File: src/rtl/bullet_pool.sv
// Bullet slot manager and per-pixel renderer: spawns, moves once per frame, retires off-screen bullets.
// Optional spawn throttling is enabled with `define BULLET_COOLDOWN_EN.
module bullet_pool #(
  parameter int NUM_SLOTS       = 10,
  parameter int SPEED           = 4,
  parameter int BULLET_W        = 8,
  parameter int BULLET_H        = 8,
  parameter int SCREEN_W        = 640,
  parameter int COOLDOWN_FRAMES = 8
) (
  input  logic                   Clk,
  input  logic                   Reset_n,
  input  logic                   frame_clk,
  input  logic                   fire_req,
  input  logic [9:0]             fire_x,
  input  logic [9:0]             fire_y,
  input  logic                   fire_dir,
  input  logic                   clear_all,
  output logic                   fire_ack,
  input  logic [9:0]             DrawX,
  input  logic [9:0]             DrawY,
  output logic [NUM_SLOTS-1:0]   is_bullet,
  output logic [4*NUM_SLOTS-1:0] bullet_data,
  output logic [NUM_SLOTS-1:0]   slot_active
);

  localparam int CW = (BULLET_W > 1) ? $clog2(BULLET_W) : 1;
  localparam int RW = (BULLET_H > 1) ? $clog2(BULLET_H) : 1;
  localparam logic signed [10:0] STEP  = 11'(SPEED);
  localparam logic signed [10:0] X_MAX = 11'(SCREEN_W - BULLET_W);

  logic [9:0]            pos_x [NUM_SLOTS];
  logic [9:0]            pos_y [NUM_SLOTS];
  logic [NUM_SLOTS-1:0]  dir;
  logic                  sync1, sync2, sync_prev;
  logic                  tick;
  logic                  found;
  logic [NUM_SLOTS-1:0]  spawn_sel;
  logic                  cool_ok;
  logic                  spawn_ok;
  logic signed [10:0]    next_x [NUM_SLOTS];
  logic [NUM_SLOTS-1:0]  retire;
  logic [NUM_SLOTS-1:0]  hit;
  logic [4*NUM_SLOTS-1:0] pix;

  function automatic logic [3:0] sprite_rom(input logic [RW-1:0] r, input logic [CW-1:0] c);
    int rr, cc;
    rr = int'(r);
    cc = int'(c);
    if ((rr == BULLET_H/2-1 || rr == BULLET_H/2) && (cc == BULLET_W/2-1 || cc == BULLET_W/2))
      sprite_rom = 4'd7;
    else if (((rr == 0 || rr == BULLET_H-1) && (cc < 2 || cc > BULLET_W-3)) ||
             ((rr == 1 || rr == BULLET_H-2) && (cc == 0 || cc == BULLET_W-1)))
      sprite_rom = 4'd0;
    else
      sprite_rom = 4'd15;
  endfunction

  // Synchroniser resets high so a frame_clk already high at release is not mistaken for a new edge.
  always_ff @(posedge Clk or negedge Reset_n) begin
    if (!Reset_n) begin
      sync1     <= 1'b1;
      sync2     <= 1'b1;
      sync_prev <= 1'b1;
    end else begin
      sync1     <= frame_clk;
      sync2     <= sync1;
      sync_prev <= sync2;
    end
  end

  assign tick = sync2 & ~sync_prev;

`ifdef BULLET_COOLDOWN_EN
  localparam int CDW = $clog2(COOLDOWN_FRAMES + 1);
  logic [CDW-1:0] cooldown;

  always_ff @(posedge Clk or negedge Reset_n) begin
    if (!Reset_n)
      cooldown <= '0;
    else if (clear_all)
      cooldown <= '0;
    else if (spawn_ok)
      cooldown <= CDW'(COOLDOWN_FRAMES);
    else if (tick && cooldown != '0)
      cooldown <= cooldown - 1'b1;
  end

  assign cool_ok = (cooldown == '0);
`else
  assign cool_ok = 1'b1;
`endif

  always_comb begin
    spawn_sel = '0;
    found     = 1'b0;
    for (int i = 0; i < NUM_SLOTS; i++) begin
      if (!slot_active[i] && !found) begin
        spawn_sel[i] = 1'b1;
        found        = 1'b1;
      end
    end
  end

  assign spawn_ok = fire_req && !clear_all && found && cool_ok;

  always_comb begin
    for (int i = 0; i < NUM_SLOTS; i++) begin
      next_x[i] = dir[i] ? $signed({1'b0, pos_x[i]}) + STEP : $signed({1'b0, pos_x[i]}) - STEP;
      retire[i] = next_x[i][10] || (next_x[i] > X_MAX);
    end
  end

  // Spawn only targets an inactive slot, so it never collides with movement of the same slot.
  always_ff @(posedge Clk or negedge Reset_n) begin
    if (!Reset_n) begin
      slot_active <= '0;
      dir         <= '0;
      fire_ack    <= 1'b0;
      for (int i = 0; i < NUM_SLOTS; i++) begin
        pos_x[i] <= '0;
        pos_y[i] <= '0;
      end
    end else begin
      fire_ack <= spawn_ok;
      if (clear_all) begin
        slot_active <= '0;
      end else begin
        for (int i = 0; i < NUM_SLOTS; i++) begin
          if (spawn_ok && spawn_sel[i]) begin
            slot_active[i] <= 1'b1;
            pos_x[i]       <= fire_x;
            pos_y[i]       <= fire_y;
            dir[i]         <= fire_dir;
          end else if (tick && slot_active[i]) begin
            if (retire[i])
              slot_active[i] <= 1'b0;
            else
              pos_x[i] <= next_x[i][9:0];
          end
        end
      end
    end
  end

  always_comb begin
    logic [10:0] dx, dy;
    hit = '0;
    pix = '0;
    for (int i = 0; i < NUM_SLOTS; i++) begin
      dx = {1'b0, DrawX} - {1'b0, pos_x[i]};
      dy = {1'b0, DrawY} - {1'b0, pos_y[i]};
      if (slot_active[i] && !dx[10] && !dy[10] && dx < 11'(BULLET_W) && dy < 11'(BULLET_H)) begin
        hit[i]       = 1'b1;
        pix[4*i +: 4] = sprite_rom(dy[RW-1:0], dx[CW-1:0]);
      end
    end
  end

  always_ff @(posedge Clk or negedge Reset_n) begin
    if (!Reset_n) begin
      is_bullet   <= '0;
      bullet_data <= '0;
    end else begin
      is_bullet   <= hit;
      bullet_data <= pix;
    end
  end

endmodule

File: config.mk
export PLATFORM = sky130hd
export DESIGN_NAME = bullet_pool
export DESIGN_NICKNAME = d
export VERILOG_FILES = /design/src/rtl/bullet_pool.sv
export SDC_FILE = /design/constraint.sdc
export NUM_CORES = 1
export LEC_CHECK = 0
export ABC_AREA = 1
export CAP_MARGIN = 20
export CORE_ASPECT_RATIO = 1.75
export CORE_UTILIZATION = 52
export CTS_BUF_LIST = sky130_fd_sc_hd__clkbuf_4
export CTS_CLUSTER_DIAMETER = 80
export CTS_CLUSTER_SIZE = 25
export DETAILED_ROUTE_END_ITERATION = 6
export PLACE_DENSITY = 0.75
export SLEW_MARGIN = 10
export SYNTH_ARGS = -nofsm -noshare
export SYNTH_HDL_FRONTEND = slang
export SYNTH_SLANG_ARGS = --single-unit
File: constraint.sdc
create_clock -name Clk -period 3 [get_ports Clk]
set_input_delay 0.6 -clock Clk [delete_from_list [all_inputs] [get_ports Clk]]
set_output_delay 0.6 -clock Clk [all_outputs]
set_load 0.01 [all_outputs]
==> results.cfg, run 1 <==
[outcome]
status = completed

[routing]
met2WireLength_mm = 39.5
routed.top_layer = met5
via_per_inst = 5.47
totalWireLength_mm = 81.7
drt_iter0_markers = 1572
ant_nets = 0
wl_met3_mm = 4.52
dr.pass1.iters = 6
wl_met1_mm = 29.2
wire_per_inst_um = 17.0
vias = 26300
drcViolationCount = 0

[yosys]
ys_dominant_reg_cell = dfrtp_1
ys_types = 45
synth_top_area_share_pct = 24.6
synthTopCellsByCount = nand2_1 (1099), inv_1 (698), nand3_1 (365)
syn_area_sq_um = 25500
yosysMostFrequentCell = nand2_1
synth_async_sr_flop_share_pct = 100
synth_nets = 4233
avgSynthCellArea_sq_um = 6.59
syn_inst = 3877
ys_ff_latch = 254
synthTopCellsByArea = dfrtp_1 (25%), nand2_1 (16%), ha_1 (14%)
yosys.area.top_type = dfrtp_1
ys_warn_count = 0
yosysSeqAreaShare_pct = 24.9
synth_edf_count = 0

[power]
ir_worst_vdd_mv = 0.582
combPwrFrac_pct = 57.2
pwr-share-clk_pct = 12.9
power.internal_mw = 7.20
power.density_nw_per_um2 = 463
p_sw_mw = 6.35
p_leak_nw = 16.0
p_sw_share_pct = 46.9
power_frac_seq_pct = 29.9

[final_layout]
multi_input_area_sq_um = 16100
fill_cells = 4669
drive_gt1_share_pct = 6.68
nets = 4495
seqCellArea_sq_um = 6360
synthToLayoutAreaGrowth_pct = 14.6
final_area_sq_um = 29300

[grt]
grt_usage_pct = 33.1
antenna_found_initial = 7
overflow = 0
grt_pass1_vias = 25700
grt_pass1_wl_mm = 128
grt_max_degree = 71

[critical_path]
max_stage_delay_ns = 0.47
crit_chain = nand2_2 -> nor2_4 -> nand2_1 -> nor2_2 -> nand2_1 -> nor2_2 -> nand2_1 -> nor2_4 -> nand2_2 -> nand2_2 -> inv_4 -> nand2_2 -> buf_4 -> o21ai_0 -> nand2_1 -> nand2_1
crit_top_cell = nand2_1
critPathSlowestCell = dfrtp_1
worst-path-max-fanout = 11
critPathCapture = pos_x[72]$_DFFE_PN0P_
worstReg2RegEnd = pos_x[72]$_DFFE_PN0P_
r2r_cells = 16
ff2ff_setup_slack_ns = 0.20
arrival_ns = 3.50
worstPathRequired_ns = 3.70
start_kind = flip-flop
cp-end-kind = flip-flop
critPathKind = reg -> reg
critPathLaunch = slot_active[0]$_DFFE_PN0P_
rr_startpoint = slot_active[0]$_DFFE_PN0P_

[sta]
finalHoldViolations = 0
max_freq_mhz = 357
skew_ns = 0.103
tns_ns = 0
relSlewSlack_pct = 41.8
report.final.slew_viol_count = 0
grt_setup_unrepaired = false
period_needed_ns = 2.80
min_period_over_period_pct = 93.3
worst-slew-pin-transition_ns = 0.872
setup_viol = 0

[die]
core-area_sq_um = 48600
die_y_um = 295
design.portCount = 107
dieArea_sq_um = 50000
die_w_um = 170
start_util_pct = 52.6
row_count = 107

[clocking]
cts_tree = done
cts.clk_slew.worst_paths_ns = 0.26
root_buffer = clkbuf_4
cts_sinks = 254
h-tree-depth = 1
clockBufferDepth = 3
clk-insertion-delay-late_ns = 0.84
cts_buffers = 16

[place]
gp_congestion = 0.946
portBuffers = 106
place_hpwl_mm = 61.3
postPlaceCellArea_sq_um = 29000

[min_path]
holdCritPathClass = in -> reg

[run]
drv_cap = 0
[power groups by stage]
stage	Clock (mW)	Sequential, mW	Combinational (mW)
after floorplan	0	4.02	5.59
after global placement	0	4.10	7.52
after detailed placement	0	4.11	7.65
after CTS	1.79	4.04	7.70
after global routing	1.90	4.09	8.82
final	1.75	4.05	7.76
[repair_timing]
item                       CTS  global route
gates resized for setup      0             7
setup buffers                0             1
setup endpoints to repair    0            76
hold buffers                 1             0
hold endpoints to repair    65             0
[logic make-up after synthesis]
logic type / after synthesis / share of synthesized area (%)
compound gates: 581 / 12.2
xor+xnor: 119 / 4.08
fa+ha+maj: 310 / 16.1
buf+inv: 776 / 12.0
flops: 254 / 24.9
simple gates: 1837 / 30.8
[flip-flops by register name (all words and copies together), names as in the netlist]
signal	flops
bullet_data	20
dir	10
fire_ack	1
is_bullet	10
pos_x	100
pos_y	100
slot_active	10
sync1	1
sync2	1
sync_prev	1
[metrics by stage]
| stage | hold slack [ns] | worst slack (ns) | total power, mW | cells | util (%) |
|---|---|---|---|---|---|
| 2_1_floorplan | 0.304 | 0.583 | 9.61 | 3877 | - |
| 3_3_place_gp | 0.347 | -0.202 | 11.6 | 4773 | 59.6 |
| 3_5_place_dp | 0.348 | -0.247 | 11.8 | 4773 | 59.6 |
| 4_1_cts | 0.124 | 0.0728 | 13.5 | 4799 | 60.1 |
| 5_1_grt | 0.146 | 0.00802 | 14.8 | 4802 | 60.2 |
| 6_report | 0.176 | 0.200 | 13.6 | 4805 | 60.2 |
[worst min-delay path by stage]
stage | startpoint | endpoint | slack, ns | depth (start not counted)
after global routing | frame_clk | sync1$_DFF_PN1_ | 0.15 | 1
after floorplan | Reset_n | bullet_data[10]$_DFF_PN0_ | 0.30 | 0
final | frame_clk | sync1$_DFF_PN1_ | 0.18 | 1
after detailed placement | sync1$_DFF_PN1_ | sync2$_DFF_PN1_ | 0.35 | 0
after CTS | frame_clk | sync1$_DFF_PN1_ | 0.12 | 1
after global placement | sync1$_DFF_PN1_ | sync2$_DFF_PN1_ | 0.35 | 0
[placed cells by master, fill, tap and decap left out, types with 5 or more instances in the layout]
master,count
nand2_1,1095
inv_1,698
nand3_1,365
o21ai_0,336
ha_1,280
dfrtp_1,251
buf_4,178
nor2_1,177
a21oi_1,160
nand4_1,108
clkdlybuf4s50_1,103
xor2_1,96
buf_12,32
nor3_1,31
fa_1,30
o21bai_1,26
nand3b_1,23
xnor2_1,23
clkbuf_4,17
or2_2,16
o2111ai_1,13
nand2_2,11
a31oi_1,9
a21o_1,8
o211ai_1,7
o21a_1,6
diode_2,5
o21ai_1,5
[layout make-up]
cell class | instances | share of cell area, %
antenna | 5 | 0.0428
clock buffer | 17 | 0.436
clock inverter | 8 | 0.385
inverter | 702 | 9.01
multi-input combinational | 2847 | 55.2
sequential | 254 | 21.7
tap | 654 | 2.80
timing repair buffer | 318 | 10.4
[worst max-delay path: cells and delay by family, from the launching register on]
family / cells / cell delay [ns]
simple gates: 13 / 1.83
flops: 1 / 0.47
buf+inv: 2 / 0.33
compound gates: 1 / 0.08
[layer usage]
layer | up-vias | track usage (%)
met4 | 4 | 29.7
met3 | 368 | 3.71
li1 | 13000 | -
met2 | 748 | 58.7
met1 | 12100 | 34.3
met5 | - | 0
No activity file was read; power rests on OpenSTA's default activity.
==> run 2, diff against run 1 <==
==> constraint.sdc (replaced) <==
create_clock -name Clk -period 2.8 [get_ports Clk]
set_input_delay 0.56 -clock Clk [delete_from_list [all_inputs] [get_ports Clk]]
set_output_delay 0.56 -clock Clk [all_outputs]
set_load 0.01 [all_outputs]
==> results.cfg, run 2 (synthesized netlist as in run 1, its figures left out) <==
[outcome]
status = completed

[critical_path]
worst-path-max-fanout = 5
critical-path-top-delay-family = flip-flops
arrival_ns = 2.14
critPathKind = reg -> out
worstPathRequired_ns = 2.24
cp-end-kind = output port
critPathSlowestCell = dfrtp_1
critPathLaunch = slot_active[7]$_DFFE_PN0P_
max_stage_delay_ns = 0.68
rr_startpoint = slot_active[0]$_DFFE_PN0P_
crit_chain = clkdlybuf4s50_1
path_buf_inv = 1
start_kind = flip-flop

[die]
die_y_um = 295
start_util_pct = 52.6
design.portCount = 107
core-area_sq_um = 48600
row_count = 107
die_w_um = 170
dieArea_sq_um = 50000

[run]
drv_cap = 0

[routing]
dr.pass1.iters = 6
totalWireLength_mm = 83.3
vias = 26900
via_per_inst = 5.46
ant_nets = 0
wire_per_inst_um = 16.9
drcViolationCount = 0
drt_iter0_markers = 1488

[final_layout]
reg_top3 = pos_x x100, pos_y x100, bullet_data x20
fill_cells = 4554
drive_gt1_share_pct = 9.47
synthToLayoutAreaGrowth_pct = 18.8
fin_cells = 4928
final_cell_mix = nand2_1 (1092), inv_1 (696), nand3_1 (365)
fin_util_pct = 62.4
final_common_cell = nand2_1
nets = 4612

[grt]
overflow = 0
grt_pass1_vias = 25800
grt_usage_pct = 33.8
grt_pass1_wl_mm = 130
antenna_found_initial = 6
grt_max_degree = 56

[place]
dpl.cell_count = 4891
place_hpwl_mm = 62.9
gp_congestion = 0.952
portBuffers = 106
pre_cts_ws_ns = -0.303

[clocking]
root_buffer = clkbuf_4
clockBufferDepth = 3
cts_buffers = 16
post-cts-setup-buffer-count = 0
clk-insertion-delay-late_ns = 0.83
cts.clk_slew.worst_paths_ns = 0.30
h-tree-depth = 1
cts_tree = done
cts_sinks = 254

[power]
power.density_nw_per_um2 = 491
p_leak_nw = 16.6
ir_worst_vdd_mv = 0.554
finalPower_mw = 14.9

[sta]
max_freq_mhz = 370
finalHoldViolations = 0
min_period_over_period_pct = 96.4
setup_slack_ns = 0.100
skew_ns = 0.0733
setup_viol = 0
period_needed_ns = 2.70
grt_setup_unrepaired = false
relSlewSlack_pct = 46.5
worst-slew-pin-transition_ns = 0.802
report.final.slew_viol_count = 0
tns_ns = 0

[min_path]
holdCritPathClass = in -> reg
min_from = frame_clk
run 2: cell count changes in the layout (fill, tap and decap cells not counted), sizes merged:
cell	previous run	this run
buf	214	331
clkbuf	17	21
diode	5	8
inv	706	703
bufinv	1	0
clkinv	3	6
run 2: cell type report:
type / instances / area (sq um) / share of cell area (%)
Inverter: 702 / 2640 / 8.69
Antenna cell: 8 / 20.0 / 0.0660
Timing Repair Buffer: 435 / 4100 / 13.5
Sequential cell: 254 / 6360 / 21.0
Clock inverter: 7 / 88.8 / 0.293
Tap cell: 654 / 818 / 2.70
Clock buffer: 21 / 158 / 0.519
Multi-Input combinational cell: 2847 / 16200 / 53.3
run 2: what timing repair did:
| item | 4_1_cts | 5_1_grt |
|---|---|---|
| setup endpoints to repair | 23 | 95 |
| gates resized for setup | 2 | 17 |
| pin swaps | 0 | 1 |
| endpoints found under the hold margin | 207 | 0 |
| hold buffers | 1 | 0 |
run 2: worst paths after layout:
check                                    endpoint  slack [ns]  cells after the start
min in group asynchronous      dir[4]$_DFFE_PN0P_        0.20                      2
setup / recovery                   slot_active[7]        0.10                      1
max in group asynchronous  is_bullet[3]$_DFF_PN0_        1.88                      3
hold / removal                    sync1$_DFF_PN1_        0.08                      1
hold reg to reg               sync_prev$_DFF_PN1_        0.39                      0
setup reg to reg            pos_x[26]$_DFFE_PN0P_        0.14                     15
run 2: where the power goes:
part | total, mW | switching, mW | leakage (nW) | internal, mW
Sequential | 4.34 | 0.298 | 3.46 | 4.04
Clock | 1.87 | 1.46 | 0.138 | 0.412
Combinational | 8.69 | 5.20 | 13.1 | 3.50
run 2: layer usage:
layer	part of all wire (%)	up-vias	track usage, %	wire, um
met1	36	12400	35.3	29700
li1	-	13300	-	-
met5	0.032	-	0	27
met3	5.6	365	4.15	4680
met4	9.3	4	27.2	7780
met2	49	883	60.6	41000
run 2: metrics by stage:
stage / area [sq um] / hold WS [ns]
6_report: 30300 / 0.0821
5_1_grt: 30300 / 0.0581
4_1_cts: 30300 / 0.0449
3_5_place_dp: 30000 / 0.351
3_3_place_gp: 30000 / 0.346
2_1_floorplan: 25500 / 0.264
==> run 3, diff against run 2 <==
--- a/config.mk
+++ b/config.mk
@@ -10,9 +10,9 @@
 export CORE_ASPECT_RATIO = 1.75
 export CORE_UTILIZATION = 52
 export CTS_BUF_LIST = sky130_fd_sc_hd__clkbuf_4
-export CTS_CLUSTER_DIAMETER = 80
 export CTS_CLUSTER_SIZE = 25
 export DETAILED_ROUTE_END_ITERATION = 6
+export MAX_ROUTING_LAYER = met4
 export PLACE_DENSITY = 0.75
 export SLEW_MARGIN = 10
 export SYNTH_ARGS = -nofsm -noshare
==> results.cfg, run 3 (synthesized netlist as in run 1, its figures left out) <==
[outcome]
status = completed

[routing]
drcViolationCount = 0
wire_per_inst_um = 16.8
totalWireLength_mm = 84.5
drt_iter0_markers = 1581
dr.pass1.iters = 7
vias = 27400
ant_nets = 0
via_per_inst = 5.44

[place]
postPlaceCellArea_sq_um = 30000
place_hpwl_mm = 63.7
portBuffers = 106
dpl.cell_count = 4897
gp_congestion = 0.951

[final_layout]
synthToLayoutAreaGrowth_pct = 21.2
nets = 4671
final_common_cell = nand2_1
final_cell_mix = nand2_1 (1092), inv_1 (697), nand3_1 (365)
final_area_sq_um = 31000
drive_gt1_share_pct = 11.1
fin_cells = 5030
reg_top3 = pos_x x100, pos_y x100, bullet_data x20

[clocking]
post-cts-setup-buffer-count = 0
clockBufferDepth = 3
cts.clk_slew.worst_paths_ns = 0.06
h-tree-depth = 3
cts_sinks = 254
clk-insertion-delay-late_ns = 0.82
cts_buffers = 69
cts_tree = done
root_buffer = clkbuf_4

[grt]
grt_max_degree = 57
grt_pass1_vias = 26600
overflow = 0
grt_pass1_wl_mm = 132
antenna_found_initial = 6
grt_usage_pct = 35.4

[min_path]
holdCritPathClass = in -> reg

[run]
drv_cap = 0

[sta]
setup_viol = 0
relSlewSlack_pct = 45.9
max_freq_mhz = 382
hold_ws_ns = 0.164
min_period_over_period_pct = 93.6
skew_ns = 0.0586
grt_setup_unrepaired = true
report.final.slew_viol_count = 0
worst-slew-pin-transition_ns = 0.810
finalHoldViolations = 0
period_needed_ns = 2.62

[die]
core-area_sq_um = 48600
dieArea_sq_um = 50000
die_y_um = 295
row_count = 107
start_util_pct = 52.6
die_w_um = 170
design.portCount = 107

[critical_path]
max_stage_delay_ns = 0.38
cp-end-kind = flip-flop
critical-path-top-delay-family = buffers and inverters
crit_top_cell = nand3_1
start_kind = flip-flop
crit_chain = inv_1 -> ha_1 -> a21oi_1 -> o21ai_0 -> buf_4 -> a21oi_1 -> xor2_1 -> nand3_1 -> nand2_1 -> nand3_1 -> buf_4 -> nand3_1 -> nand2_1
arrival_ns = 3.28
critPathKind = reg -> reg
worst-path-max-fanout = 7
critPathSlowestCell = dfrtp_1
worstPathRequired_ns = 3.46
path_buf_inv = 3

[power]
p_leak_nw = 17.0
power.density_nw_per_um2 = 536
ir_worst_vdd_mv = 0.503
run 3: repair_timing:
| item | 4_1_cts | 5_1_grt |
|---|---|---|
| resized for setup | 0 | 13 |
| setup endpoints to repair | 0 | 137 |
| hold buffers | 1 | 0 |
| hold endpoints to repair | 51 | 0 |
run 3: where the power goes:
| part | total [mW] | internal, mW | switching (mW) | leakage (nW) |
|---|---|---|---|---|
| combinational | 8.67 | 3.49 | 5.18 | 13.0 |
| clock | 3.58 | 1.74 | 1.84 | 0.517 |
| sequential | 4.33 | 4.04 | 0.293 | 3.46 |
| total | 16.6 | 9.26 | 7.32 | 17.0 |
run 3: cell type report:
| cell class | instances | area [sq um] |
|---|---|---|
| multi-input combinational | 2847 | 16200 |
| inverter | 702 | 2640 |
| sequential | 254 | 6360 |
| timing repair buffer | 441 | 4090 |
| tap | 654 | 818 |
| clock buffer | 86 | 646 |
| fill | 4509 | 17600 |
| clock inverter | 34 | 221 |
| antenna | 12 | 30.0 |
run 3: worst paths after layout:
kind	from	end	slack, ns	cells after the start
max in group asynchronous	Reset_n	bullet_data[14]$_DFF_PN0_	1.67	4
worst max-delay path	dir[1]$_DFFE_PN0P_	pos_x[87]$_DFFE_PN0P_	0.18	13
min in group asynchronous	Reset_n	pos_x[47]$_DFFE_PN0P_	0.31	2
worst max register to register	dir[1]$_DFFE_PN0P_	pos_x[87]$_DFFE_PN0P_	0.18	13
worst min register to register	sync2$_DFF_PN1_	sync_prev$_DFF_PN1_	0.35	0
worst min-delay path	frame_clk	sync1$_DFF_PN1_	0.16	1
run 3: metrics by stage:
stage               TNS [ns]  utilization [%]  setup WS (ns)  power (mW)
finish                     0             63.7          0.179        16.6
global route               0             63.7        0.00282        18.0
CTS                        0             63.6        0.00653        16.6
detailed placement     -6.01             61.8         -0.411        12.9
global placement       -4.69             61.8         -0.388        12.8
floorplan                  0                -          0.423        10.3
run 3: metal layers:
| metal | part of all wire, % | global-route usage [%] | up-vias | wire length, um |
|---|---|---|---|---|
| met5 | 0 | - | - | 0 |
| met2 | 49 | 60.7 | 947 | 41100 |
| met3 | 6.0 | 5.18 | 456 | 5060 |
| met4 | 10 | 32.6 | 0 | 8760 |
| li1 | - | - | 13500 | - |
| met1 | 35 | 34.3 | 12500 | 29600 |
